`config.mk`:
```
export PLATFORM = sky130hd
export DESIGN_NAME = m_mem_port_arbiter_flat
export DESIGN_NICKNAME = d
export VERILOG_FILES = /design/src/rtl/m_mem_port_arbiter_if.sv /design/src/rtl/m_mem_port_arbiter.sv /design/src/flat_wrapper.sv
export SDC_FILE = /design/constraint.sdc
export NUM_CORES = 1
export LEC_CHECK = 0
export CORE_ASPECT_RATIO = 1.2
export CORE_UTILIZATION = 46
export CTS_CLUSTER_SIZE = 16
export DETAILED_ROUTE_END_ITERATION = 6
export PLACE_DENSITY = 0.95
export SYNTH_ARGS = -nofsm -noshare
export SYNTH_HDL_FRONTEND = slang
export SYNTH_SLANG_ARGS = --single-unit
export TNS_END_PERCENT = 50
```
`constraint.sdc`:
```
create_clock -name CLK -period 11 [get_ports CLK]
set_input_delay 3.3 -clock CLK [delete_from_list [all_inputs] [get_ports CLK]]
set_output_delay 3.3 -clock CLK [all_outputs]
set_load 0.01 [all_outputs]
```
`src/rtl/m_mem_port_arbiter_if.sv`:
```
// m_mem_port_arbiter_if: request, ack and DRAM command/busy bundle between the PTW, DMA, arbiter and DRAM
//   ptw_*  page-walker request (req/we/addr/wdata in, ack/rdata out)
//   dma_*  DMA loader request, same rules
//   dram_* single DRAM port: one-cycle req strobe with we/addr/wdata, busy/rdata back
//   owner/busy  last grant (0 PTW, 1 DMA) and arbiter-active status
interface m_mem_port_arbiter_if #(parameter int ADDR_W = 32, parameter int DATA_W = 32);
  logic              i_ptw_req;
  logic              i_ptw_we;
  logic [ADDR_W-1:0] i_ptw_addr;
  logic [DATA_W-1:0] i_ptw_wdata;
  logic              o_ptw_ack;
  logic [DATA_W-1:0] o_ptw_rdata;
  logic              i_dma_req;
  logic              i_dma_we;
  logic [ADDR_W-1:0] i_dma_addr;
  logic [DATA_W-1:0] i_dma_wdata;
  logic              o_dma_ack;
  logic [DATA_W-1:0] o_dma_rdata;
  logic              o_dram_req;
  logic              o_dram_we;
  logic [ADDR_W-1:0] o_dram_addr;
  logic [DATA_W-1:0] o_dram_wdata;
  logic              i_dram_busy;
  logic [DATA_W-1:0] i_dram_rdata;
  logic              o_owner;
  logic              o_busy;
  modport slave (
    input  i_ptw_req, i_ptw_we, i_ptw_addr, i_ptw_wdata,
    input  i_dma_req, i_dma_we, i_dma_addr, i_dma_wdata,
    input  i_dram_busy, i_dram_rdata,
    output o_ptw_ack, o_ptw_rdata, o_dma_ack, o_dma_rdata,
    output o_dram_req, o_dram_we, o_dram_addr, o_dram_wdata,
    output o_owner, o_busy
  );
  modport master (
    output i_ptw_req, i_ptw_we, i_ptw_addr, i_ptw_wdata,
    output i_dma_req, i_dma_we, i_dma_addr, i_dma_wdata,
    output i_dram_busy, i_dram_rdata,
    input  o_ptw_ack, o_ptw_rdata, o_dma_ack, o_dma_rdata,
    input  o_dram_req, o_dram_we, o_dram_addr, o_dram_wdata,
    input  o_owner, o_busy
  );
endinterface

```
`src/rtl/m_mem_port_arbiter.sv`:
```
// m_mem_port_arbiter: PTW-priority, starvation-bounded arbiter serialising PTW and DMA onto one DRAM port
//   CLK, RST  clock and asynchronous active-high reset
//   bus       m_mem_port_arbiter_if.slave (requesters, DRAM command/busy, owner/busy status)
module m_mem_port_arbiter #(
  parameter int ADDR_W       = 32,
  parameter int DATA_W       = 32,
  parameter int STARVE_LIMIT = 4
) (
  input logic CLK,
  input logic RST,
  m_mem_port_arbiter_if.slave bus
);
  localparam int CW = $clog2(STARVE_LIMIT + 1);
  typedef enum logic [1:0] {IDLE, ISSUE, WAIT, DONE} state_t;
  state_t            state, nxt;
  logic              we_q, owner_q, seen, start, pick_dma, finish, act;
  logic [ADDR_W-1:0] addr_q;
  logic [DATA_W-1:0] wdata_q, ptw_rd, dma_rd;
  logic [CW-1:0]     cnt;
  always_comb begin
    pick_dma = bus.i_dma_req && (!bus.i_ptw_req || cnt == CW'(STARVE_LIMIT));
    start    = (bus.i_ptw_req || bus.i_dma_req) && !bus.i_dram_busy;
    // seen guards against treating the pre-command low busy as completion
    finish   = seen && !bus.i_dram_busy;
    nxt      = state == IDLE  ? (start  ? ISSUE : IDLE) :
               state == ISSUE ? WAIT :
               state == WAIT  ? (finish ? DONE : WAIT) : IDLE;
  end
  always_ff @(posedge CLK or posedge RST)
    if (RST) state <= IDLE;
    else     state <= nxt;
  always_ff @(posedge CLK or posedge RST) begin
    if (RST) begin
      we_q    <= 1'b0;
      owner_q <= 1'b0;
      seen    <= 1'b0;
      addr_q  <= '0;
      wdata_q <= '0;
      ptw_rd  <= '0;
      dma_rd  <= '0;
      cnt     <= '0;
    end else begin
      if (state == IDLE && start) begin
        owner_q <= pick_dma;
        we_q    <= pick_dma ? bus.i_dma_we    : bus.i_ptw_we;
        addr_q  <= pick_dma ? bus.i_dma_addr  : bus.i_ptw_addr;
        wdata_q <= pick_dma ? bus.i_dma_wdata : bus.i_ptw_wdata;
      end
      if (state == IDLE)
        cnt <= !bus.i_dma_req ? '0 : !start ? cnt : pick_dma ? '0 :
               cnt == CW'(STARVE_LIMIT) ? cnt : cnt + CW'(1);
      if (state == ISSUE) seen <= 1'b0;
      else if (state == WAIT && bus.i_dram_busy) seen <= 1'b1;
      if (state == WAIT && finish && !we_q && owner_q)  dma_rd <= bus.i_dram_rdata;
      if (state == WAIT && finish && !we_q && !owner_q) ptw_rd <= bus.i_dram_rdata;
    end
  end
  assign act              = state == ISSUE || state == WAIT;
  assign bus.o_dram_req   = state == ISSUE;
  assign bus.o_dram_we    = act && we_q;
  assign bus.o_dram_addr  = act ? addr_q : '0;
  assign bus.o_dram_wdata = act ? wdata_q : '0;
  assign bus.o_ptw_ack    = state == DONE && !owner_q;
  assign bus.o_dma_ack    = state == DONE && owner_q;
  assign bus.o_ptw_rdata  = ptw_rd;
  assign bus.o_dma_rdata  = dma_rd;
  assign bus.o_owner      = owner_q;
  assign bus.o_busy       = state != IDLE;
endmodule
```
`src/flat_wrapper.sv`:
```
// flat-port wrapper written by rule: the top's interface ports become plain ports
module m_mem_port_arbiter_flat 
#(
  parameter int ADDR_W       = 32,
  parameter int DATA_W       = 32,
  parameter int STARVE_LIMIT = 4
)
  (CLK, RST, bus_i_ptw_req, bus_i_ptw_we, bus_i_ptw_addr, bus_i_ptw_wdata, bus_i_dma_req, bus_i_dma_we, bus_i_dma_addr, bus_i_dma_wdata, bus_i_dram_busy, bus_i_dram_rdata, bus_o_ptw_ack, bus_o_ptw_rdata, bus_o_dma_ack, bus_o_dma_rdata, bus_o_dram_req, bus_o_dram_we, bus_o_dram_addr, bus_o_dram_wdata, bus_o_owner, bus_o_busy);
  m_mem_port_arbiter_if #(.ADDR_W(ADDR_W), .DATA_W(DATA_W)) bus_i ();
  input logic CLK;
  input logic RST;
  input wire logic [$bits(bus_i.i_ptw_req)-1:0] bus_i_ptw_req;
  input wire logic [$bits(bus_i.i_ptw_we)-1:0] bus_i_ptw_we;
  input wire logic [$bits(bus_i.i_ptw_addr)-1:0] bus_i_ptw_addr;
  input wire logic [$bits(bus_i.i_ptw_wdata)-1:0] bus_i_ptw_wdata;
  input wire logic [$bits(bus_i.i_dma_req)-1:0] bus_i_dma_req;
  input wire logic [$bits(bus_i.i_dma_we)-1:0] bus_i_dma_we;
  input wire logic [$bits(bus_i.i_dma_addr)-1:0] bus_i_dma_addr;
  input wire logic [$bits(bus_i.i_dma_wdata)-1:0] bus_i_dma_wdata;
  input wire logic [$bits(bus_i.i_dram_busy)-1:0] bus_i_dram_busy;
  input wire logic [$bits(bus_i.i_dram_rdata)-1:0] bus_i_dram_rdata;
  output wire logic [$bits(bus_i.o_ptw_ack)-1:0] bus_o_ptw_ack;
  output wire logic [$bits(bus_i.o_ptw_rdata)-1:0] bus_o_ptw_rdata;
  output wire logic [$bits(bus_i.o_dma_ack)-1:0] bus_o_dma_ack;
  output wire logic [$bits(bus_i.o_dma_rdata)-1:0] bus_o_dma_rdata;
  output wire logic [$bits(bus_i.o_dram_req)-1:0] bus_o_dram_req;
  output wire logic [$bits(bus_i.o_dram_we)-1:0] bus_o_dram_we;
  output wire logic [$bits(bus_i.o_dram_addr)-1:0] bus_o_dram_addr;
  output wire logic [$bits(bus_i.o_dram_wdata)-1:0] bus_o_dram_wdata;
  output wire logic [$bits(bus_i.o_owner)-1:0] bus_o_owner;
  output wire logic [$bits(bus_i.o_busy)-1:0] bus_o_busy;
  assign bus_i.i_ptw_req = bus_i_ptw_req;
  assign bus_i.i_ptw_we = bus_i_ptw_we;
  assign bus_i.i_ptw_addr = bus_i_ptw_addr;
  assign bus_i.i_ptw_wdata = bus_i_ptw_wdata;
  assign bus_i.i_dma_req = bus_i_dma_req;
  assign bus_i.i_dma_we = bus_i_dma_we;
  assign bus_i.i_dma_addr = bus_i_dma_addr;
  assign bus_i.i_dma_wdata = bus_i_dma_wdata;
  assign bus_i.i_dram_busy = bus_i_dram_busy;
  assign bus_i.i_dram_rdata = bus_i_dram_rdata;
  assign bus_o_ptw_ack = bus_i.o_ptw_ack;
  assign bus_o_ptw_rdata = bus_i.o_ptw_rdata;
  assign bus_o_dma_ack = bus_i.o_dma_ack;
  assign bus_o_dma_rdata = bus_i.o_dma_rdata;
  assign bus_o_dram_req = bus_i.o_dram_req;
  assign bus_o_dram_we = bus_i.o_dram_we;
  assign bus_o_dram_addr = bus_i.o_dram_addr;
  assign bus_o_dram_wdata = bus_i.o_dram_wdata;
  assign bus_o_owner = bus_i.o_owner;
  assign bus_o_busy = bus_i.o_busy;
  m_mem_port_arbiter #(.ADDR_W(ADDR_W), .DATA_W(DATA_W), .STARVE_LIMIT(STARVE_LIMIT)) u_core (.CLK(CLK), .RST(RST), .bus(bus_i));
endmodule
```
==> summary.txt, run 1 <==
Clock network
  • CTS tree: built
  • Post-CTS Setup Bufs: 0
  • # clock sinks: about 140
  • TritonCTS buffer count: 17
  • Clock tree buffer depth: 2
  • Clock transition at path regs: about 0.070 ns
  • H-tree depth: 4
  • Clk root buf: clkbuf_16
  • Later-pin clock latency in the skew report: ~0.41 ns
  • Hold-fix buffers, CTS: 0
  • Post_cts resized: 0

Yosys
  • Simple-gate share of the synthesized area: between 10% and 20%
  • Mapped Avg Cell Area: between 10 and 15 µm²
  • Sequential fraction of the synthesis area: 49.6%
  • Synth top area share: 49.6%
  • Synth warnings: 0
  • Synth Register Bits: between 100 and 150
  • Post-synth top cells: 136 x dfrtp_1, 71 x inv_1, 68 x and2_1
  • Syn nets: 799
  • Largest family of logic cells by synthesized area: simple AND/OR/NAND/NOR gates
  • Count leader, synth: dfrtp_1
  • Mux contribution to synthesized area: between 10 and 15%
  • Library cells used by synthesis: 32
  • Prevailing post-synth register cell: dfrtp_1
  • Asr flop ratio synth: 100%
  • Count of flip-flops with a built-in enable after synthesis: 0
  • Complex-gate fraction of the synthesized area: 11.8%
  • Synth area leader: dfrtp_1
  • Largest cells by area after synthesis: dfrtp_1 50%, mux2_2 10%, o221ai_2 6.6%
  • Post-synthesis xor/xnor area fraction: 0%
  • Cells after Synth: roughly 630
  • Synthesized area: around 7000 µm²
  • Adder-cell share of the synthesized area: 1.09%

Timing
  • RSZ-0062 raised after global routing: no
  • Max Slew Vio Count: 0
  • Hold WS: between 0.4 and 0.5 ns
  • Crit share post-route: ~52%
  • Final hold violation count: 0
  • Worst slew pin tran: approximately 0.95 ns
  • Min cycle time layout: roughly 5.7 ns
  • Count of final setup violators: 0
  • Worst slew margin: 37.0%
  • Setup TNS: 0 ns
  • Final worst setup slack: 5.28 ns
  • Clock Skews: between 0.01 and 0.015 ns
  • F_max: ~0.17 GHz

Worst hold path
  • Hold endpoint: u_core.bus.o_dma_rdata[24]
  • Hold Startpoint: u_core.bus.o_dma_rdata[24]
  • Hold path depth: 1
  • Worst min-delay path category: flip-flop to flip-flop

Detailed routing
  • Total number of vias: between 6k and 7k
  • Post-route antenna net violation count: 0
  • First drt pass iteration count: 5
  • DRC violations left: 0
  • DR iter-0 viols: 308
  • DR vias/cell: around 5.5
  • Routed WL: roughly 21000 µm
  • Routed len/inst: roughly 19 µm

Power
  • Leak pwr: 4.27 nW
  • Total power: 2.91 mW
  • Worst vdd ir: about 230 µV
  • PwrDens: 279 nW/µm²

Layout
  • Nets: between 1k and 1.5k
  • Layout cell share with drive strength beyond 1: between 10% and 20%
  • Ant. Diodes: 0
  • Post-layout util: between 70% and 80%
  • # fillers: 991
  • Area Growth Syn to Fin: 52.1%

Floorplan
  • Core area: 14500 µm²
  • Top-level I/O count: 301
  • Die Wd: 114 µm
  • Row cnt: 48
  • Initial Utilization: 47.4%
  • Die height: between 100 and 150 µm
  • Die area: 15400 µm²

Global routing
  • Initial antenna violation count: 0
  • Vias in the first global route: between 6k and 7k
  • Total GRT Usage: between 20% and 30%
  • Global-route wire length before repair: around 33000 µm
  • Largest net degree at the start of global routing: 88
  • GR Overflow Total: 0

Worst setup path
  • Reg2reg end: u_core.bus.o_owner
  • R2r setup slk: between 8 and 9 ns
  • Arrival @ worst endpoint: about 2.4 ns
  • Startpoint Class: flip-flop
  • Reg2reg start: u_core.state[0]
  • Setup crit end kind: output port
  • Critical Path RT: around 7.7 ns
  • Crit Path Class: flip-flop to output port
  • Cells on worst reg2reg path: 6
  • Critical-path maximum fanout: 66

Place
  • Port Buffers: 300
  • Placer congestion estimate: between 0.8 and 0.9
  • DP HPWL: 14000 µm
  • Pre-CTS WS: about 5.3 ns

Status
  • Status: complete, no violations

Job
  • Max-Cap Viols: 0
==> stage by stage <==
step,instance area (µm²),instances
final,10400,1101
after global routing,10400,1101
after CTS,10400,1101
after detailed placement,9880,1069
after global placement,9880,1069
after floorplan,6870,626
==> worst max path at each step <==
| stage | startpoint | endpoint | slack [ns] | cells past startpoint |
|---|---|---|---|---|
| after global placement | bus_i_dram_busy | u_core.bus.o_owner | 5.34 | 5 |
| final | u_core.state[0] | bus_o_dram_wdata[25] | 5.28 | 5 |
| after CTS | u_core.state[0] | bus_o_dram_wdata[25] | 5.27 | 5 |
| after global routing | u_core.state[0] | bus_o_dram_wdata[30] | 5.16 | 5 |
| after detailed placement | bus_i_dram_busy | u_core.bus.o_owner | 5.30 | 5 |
| after floorplan | RST | u_core.addr_q[0] | 4.06 | 1 |
==> layout make-up <==
class                   instances  area [µm²]  share of cell area [%]
inverters                      71         272                    2.60
clock inverters                14         129                    1.23
clock buffers                  18         429                    4.11
multi-input cells             354        2900                    27.8
repair buffers                308        3060                    29.3
well taps                     200         250                    2.40
flip-flops and latches        136        3400                    32.6
==> cell usage in the layout (no fill, tap or decap), types with 3 or more instances in the layout <==
cell / netlist / routed
and2_1: 68 / 66
buf_4: 3 / 8
clkbuf_16: 0 / 17
clkdlybuf4s50_1: 0 / 299
clkinv_4: 0 / 3
clkinvlp_4: 0 / 3
dfrtp_1: 136 / 136
ha_1: 6 / 6
inv_1: 71 / 70
inv_6: 0 / 5
inv_8: 0 / 4
mux2_1: 4 / 4
mux2_2: 61 / 61
nand3_1: 65 / 65
nand4_1: 65 / 65
o221ai_1: 35 / 35
o221ai_2: 30 / 30
==> critical path, stage by stage, from the launching register on <==
cell	delay [ns]
dfrtp_1	0.39
inv_1	0.08
ha_1	0.28
buf_4	0.46
and2_1	0.22
clkdlybuf4s50_1	0.57
==> where the power goes <==
group	switching, mW	total (mW)	internal (mW)	leakage, nW
Sequential	0.137	0.884	0.748	1.68
Clock	0.239	0.537	0.298	0.266
Combinational	0.649	1.49	0.844	2.32
Total	1.02	2.91	1.89	4.27
==> cell families (layout without fill, tap and decap cells) <==
family	Yosys count	in the layout
simple gates	211	211
mux	66	66
fa+ha+maj	6	6
flops	136	136
compound gates	71	71
buf+inv	136	411
==> registers in the layout (all words and copies together), names as in the netlist <==
name	count
u_core.addr_q	32
u_core.bus.o_dma_rdata	32
u_core.bus.o_owner	1
u_core.bus.o_ptw_rdata	32
u_core.cnt	3
u_core.seen	1
u_core.state	2
u_core.wdata_q	32
u_core.we_q	1
==> layer usage <==
layer  wire length, µm  global-route usage (%)
met5                 0                       0
met4               652                    10.8
met3              1350                    6.33
met2             11000                    49.5
met1              7960                    32.0
(Power assumes the default switching activity.)
==> inputs of run 2 (changes only) <==
CORE_UTILIZATION = 43   (was 46)
PLACE_DENSITY = 0.91   (was 0.95)
clock period = 5.6 ns   (was 11 ns; I/O delays follow)
==> run 2 against run 1 <==
Final area is 0.40% higher. Sequential share of layout area decreased by 0.13 points. Global-route usage decreased by 1.6 points. Worst hold slack hardly changed. Highest routed layer unchanged.
==> summary.txt, run 2 (synthesis results as in run 1) <==
Clock network
  • Clk root buf: clkbuf_16
  • H-tree depth: 4
  • # clock sinks: between 100 and 150
  • Hold-fix buffers, CTS: 0
  • CTS tree: built
  • Post_cts resized: 0
  • TritonCTS buffer count: 17
  • Post-CTS Setup Bufs: 0
  • Later-pin clock latency in the skew report: between 0.4 and 0.5 ns
  • Clock transition at path regs: ~0.060 ns
  • Clock tree buffer depth: 2

Power
  • Leak pwr: 4.29 nW
  • PwrDens: around 550 nW/µm²
  • Worst vdd ir: approximately 230 µV

Timing
  • Setup TNS: 0 ns
  • F_max: ~0.22 GHz
  • Worst slew pin tran: about 1.0 ns
  • Crit share post-route: about 80%
  • Worst slew margin: between 30% and 40%
  • Clock Skews: 0.0120 ns
  • Min cycle time layout: 4.47 ns
  • Hold WS: just under 0.5 ns
  • RSZ-0062 raised after global routing: no
  • Count of final setup violators: 0
  • Max Slew Vio Count: 0
  • Final hold violation count: 0
  • Final worst setup slack: 1.13 ns

Floorplan
  • Row cnt: 50
  • Die area: roughly 16000 µm²
  • Core area: about 16000 µm²
  • Die Wd: around 120 µm
  • Initial Utilization: 44.1%
  • Die height: approximately 140 µm
  • Top-level I/O count: about 300

Worst setup path
  • Reg2reg end: u_core.addr_q[28]
  • Crit Path Class: flip-flop to output port
  • Arrival @ worst endpoint: between 2 and 3 ns
  • Cells on worst reg2reg path: 7
  • Critical Path RT: around 4 ns
  • Reg2reg start: u_core.state[0]
  • Critical-path maximum fanout: between 60 and 70
  • R2r setup slk: 3.02 ns
  • Setup crit end kind: output port
  • Max stage delay on crit path: between 1 and 1.5 ns
  • Crit path max-delay cell type: ha_2
  • Startpoint Class: flip-flop
  • Cell breakdown of the critical path: inv_1 -> ha_2 -> and2_1 -> clkdlybuf4s50_1

Place
  • Pre-CTS WS: ~1.6 ns
  • Port Buffers: 300
  • DP HPWL: between 10000 and 15000 µm
  • Placer congestion estimate: 0.800

Global routing
  • Vias in the first global route: 6166
  • Largest net degree at the start of global routing: 114
  • Total GRT Usage: 26.1%
  • GR Overflow Total: 0
  • Initial antenna violation count: 0
  • Global-route wire length before repair: 33500 µm

Status
  • Status: complete, no violations

Layout
  • Layout cell share with drive strength beyond 1: approximately 16%
  • # fillers: around 1.2k
  • Ant. Diodes: 0
  • Most frequent cells in the layout: 299 x clkdlybuf4s50_1, 136 x dfrtp_1, 70 x inv_1
  • Commonest non-fill, non-tap cell in the layout: clkdlybuf4s50_1
  • Nets: approximately 1.1k
  • Area Growth Syn to Fin: 52.7%

Worst hold path
  • Worst min-delay path category: flip-flop to flip-flop
  • Hold Startpoint: u_core.bus.o_ptw_rdata[24]
  • Hold path depth: 1
  • Hold endpoint: u_core.bus.o_ptw_rdata[24]

Detailed routing
  • First drt pass iteration count: 5
  • Total number of vias: around 6k
  • DR iter-0 viols: around 360
  • Routed WL: roughly 21000 µm
  • Post-route antenna net violation count: 0
  • Routed len/inst: 18.8 µm
  • DR vias/cell: about 5.4
  • DRC violations left: 0

Job
  • Max-Cap Viols: 0
run 2: per-stage QoR:
step / power [mW] / utilization [%] / cell area, µm² / cells
after floorplan: 3.18 / - / 6870 / 626
after global placement: 4.58 / 63.6 / 9900 / 1078
after detailed placement: 4.68 / 63.6 / 9900 / 1078
after CTS: 5.79 / 67.3 / 10500 / 1110
after global routing: 6.06 / 67.3 / 10500 / 1110
final: 5.73 / 67.3 / 10500 / 1110
run 2: worst max path at each step:
stage          slack [ns]            start  depth (start not counted)                  to
2_1_floorplan        0.28              RST                          1    u_core.addr_q[0]
3_3_place_gp         1.59  u_core.state[1]                          4  bus_o_dram_addr[7]
3_5_place_dp         1.55  u_core.state[0]                          4  bus_o_dram_addr[7]
4_1_cts              1.07  u_core.state[0]                          4  bus_o_dram_addr[7]
5_1_grt              0.97  u_core.state[1]                          4  bus_o_dram_addr[7]
6_report             1.13  u_core.state[0]                          4  bus_o_dram_addr[7]
run 2: layout make-up:
type	count	area (µm²)	area share (%)
clock inverter	15	155	1.48
clock buffer	17	425	4.06
inverter	71	272	2.59
sequential	136	3400	32.5
multi-input combinational	354	2900	27.7
timing repair buffer	309	3070	29.2
tap	208	260	2.48
run 2: per-layer routing:
layer	wire length, µm	up-vias	global-route usage [%]
met3	1250	47	6.31
met2	10700	276	45.1
met4	685	0	12.6
li1	-	2789	-
met5	0	-	0
met1	8160	2931	30.4
run 2: power by group:
part / internal (mW) / switching (mW) / total, mW
clock: 0.594 / 0.484 / 1.08
combinational: 1.66 / 1.25 / 2.91
sequential: 1.47 / 0.270 / 1.74
run 2: critical path: cells and delay by family, from the launching register on:
| family | cells | cell delay (ns) |
|---|---|---|
| adder cells (fa/ha/maj) | 1 | 1.03 |
| buffers and inverters | 2 | 0.65 |
| flip-flops | 1 | 0.39 |
| AND/OR/NAND/NOR | 1 | 0.30 |
==> inputs of run 3 (changes only) <==
CORE_UTILIZATION = 39   (was 43)
PLACE_DENSITY = 0.87   (was 0.91)
clock period = 3.9 ns   (was 5.6 ns; I/O delays follow)
==> run 3 against run 2 <==
Sequential power is 43% higher. Total power grew 46%. Cell count rose by 1.3%. Final area up 1.3%. Clock-buffer cell count is the same. Clock power up 54%. Routed wire length grew 2.7%. First-iteration DRC count shrank 16%. Sequential cell count unchanged.
==> summary.txt, run 3 (synthesis results as in run 1) <==
Status
  • Status: complete, no violations

Worst setup path
  • Setup crit end kind: output port
  • Startpoint Class: flip-flop
  • Crit path max-delay cell type: clkdlybuf4s50_1
  • Cell breakdown of the critical path: inv_1 -> ha_2 -> buf_4 -> and2_1 -> clkdlybuf4s50_1
  • Buf/Inv on CP: 3
  • R2r setup slk: between 1.5 and 2 ns
  • Max stage delay on crit path: ~0.56 ns
  • Arrival @ worst endpoint: 2.30 ns
  • Critical Path RT: about 2.7 ns
  • Crit Path Class: flip-flop to output port
  • Critical-path maximum fanout: 35
  • Worst path top cell family by delay: buffers and inverters

Clock network
  • Later-pin clock latency in the skew report: 0.42 ns
  • Hold-fix buffers, CTS: 0
  • TritonCTS buffer count: 17
  • Post-CTS Setup Bufs: 0
  • # clock sinks: ~140
  • Clk root buf: clkbuf_16
  • CTS tree: built
  • Clock tree buffer depth: 2
  • Clock transition at path regs: around 0.060 ns
  • Post_cts resized: 0
  • H-tree depth: 4

Layout
  • Most frequent cells in the layout: 299 x clkdlybuf4s50_1, 136 x dfrtp_1, 70 x inv_1
  • Commonest non-fill, non-tap cell in the layout: clkdlybuf4s50_1
  • Layout cell share with drive strength beyond 1: 16.4%
  • Area Growth Syn to Fin: 54.6%
  • Post-layout util: between 60% and 70%
  • Nets: approximately 1.1k

Global routing
  • Total GRT Usage: roughly a quarter
  • Global-route wire length before repair: 33600 µm
  • GR Overflow Total: 0
  • Vias in the first global route: roughly 6.3k
  • Largest net degree at the start of global routing: about 110
  • Initial antenna violation count: 1

Timing
  • F_max: between 0.2 and 0.3 GHz
  • Max Slew Vio Count: 0
  • RSZ-0062 raised after global routing: no
  • Worst slew pin tran: about 0.76 ns
  • Worst slew margin: 49.5%
  • Final hold violation count: 0
  • Clock Skews: 0.00808 ns
  • Count of final setup violators: 0
  • Setup TNS: 0 ns
  • Crit share post-route: 88.9%
  • Min cycle time layout: 3.47 ns

Place
  • DP HPWL: ~15000 µm
  • Port Buffers: 300
  • Placer congestion estimate: approximately 0.83

Worst hold path
  • Worst min-delay path category: flip-flop to flip-flop

Detailed routing
  • Post-route antenna net violation count: 0
  • Routed len/inst: 19.0 µm
  • First drt pass iteration count: 4
  • DRC violations left: 0
  • Total number of vias: 6055
  • DR iter-0 viols: between 300 and 400
  • DR vias/cell: 5.39
  • Routed WL: approximately 21000 µm

Floorplan
  • Die height: ~150 µm
  • Die Wd: around 120 µm
  • Core area: between 15000 and 20000 µm²
  • Top-level I/O count: 301
  • Row cnt: 52
  • Initial Utilization: between 40% and 50%
  • Die area: 18100 µm²

Power
  • Total power: between 8 and 9 mW
  • Leak pwr: ~4.3 nW
  • Worst vdd ir: ~330 µV
  • PwrDens: about 790 nW/µm²

Job
  • Max-Cap Viols: 0
[run 3: cell count changes in the layout (fill, tap and decap cells not counted)]
| cell | before | now |
|---|---|---|
| inv_6 | 6 | 7 |
| buf_12 | 0 | 5 |
| clkinvlp_4 | 1 | 3 |
| bufinv_16 | 0 | 2 |
| clkinv_4 | 3 | 1 |
| clkinv_8 | 2 | 0 |
| inv_8 | 4 | 3 |
| diode_2 | 0 | 1 |
[run 3: area by class of cell]
cell class                      count  area [µm²]
Sequential cell                   136        3400
Clock buffer                       17         425
Fill cell                        1327        6430
Inverter                           71         270
Tap cell                          216         270
Clock inverter                     15         179
Timing Repair Buffer              314        3170
Antenna cell                        1        2.50
Multi-Input combinational cell    354        2900
[run 3: per-layer routing]
metal / part of all wire, % / global-route usage [%] / vias up / wire length, µm
met4: 2.9 / 10.5 / 0 / 630
met5: 0 / 0 / - / 0
met1: 37 / 27.3 / 2967 / 7920
met3: 7.3 / 5.75 / 42 / 1570
met2: 53 / 42.7 / 256 / 11300
li1: - / - / 2790 / -
[run 3: path summary, 6_finish.rpt]
check / start / depth (start not counted) / endpoint
max: u_core.state[0] / 5 / bus_o_dram_addr[9]
min: u_core.bus.o_dma_rdata[23] / 1 / u_core.bus.o_dma_rdata[23]
max reg2reg: u_core.state[0] / 6 / u_core.wdata_q[29]
min reg2reg: u_core.bus.o_dma_rdata[23] / 1 / u_core.bus.o_dma_rdata[23]
max in group asynchronous: RST / 3 / u_core.state[0]
min in group asynchronous: RST / 2 / u_core.bus.o_ptw_rdata[5]
[run 3: power by group]
group | switching, mW | leakage, nW | internal [mW]
sequential | 0.382 | 1.68 | 2.11
clock | 0.687 | 0.292 | 0.970
combinational | 1.82 | 2.36 | 2.43
total | 2.89 | 4.33 | 5.50
[run 3: per-stage QoR]
step	hold slack, ns	area (µm²)	std cells	setup WS, ns
after floorplan	0.463	6870	626	1.04
after detailed placement	0.488	10000	1091	0.821
after CTS	0.502	10600	1123	0.407
after global routing	0.524	10600	1123	0.320
final	0.496	10600	1124	0.433
after global placement	0.468	10000	1091	0.875
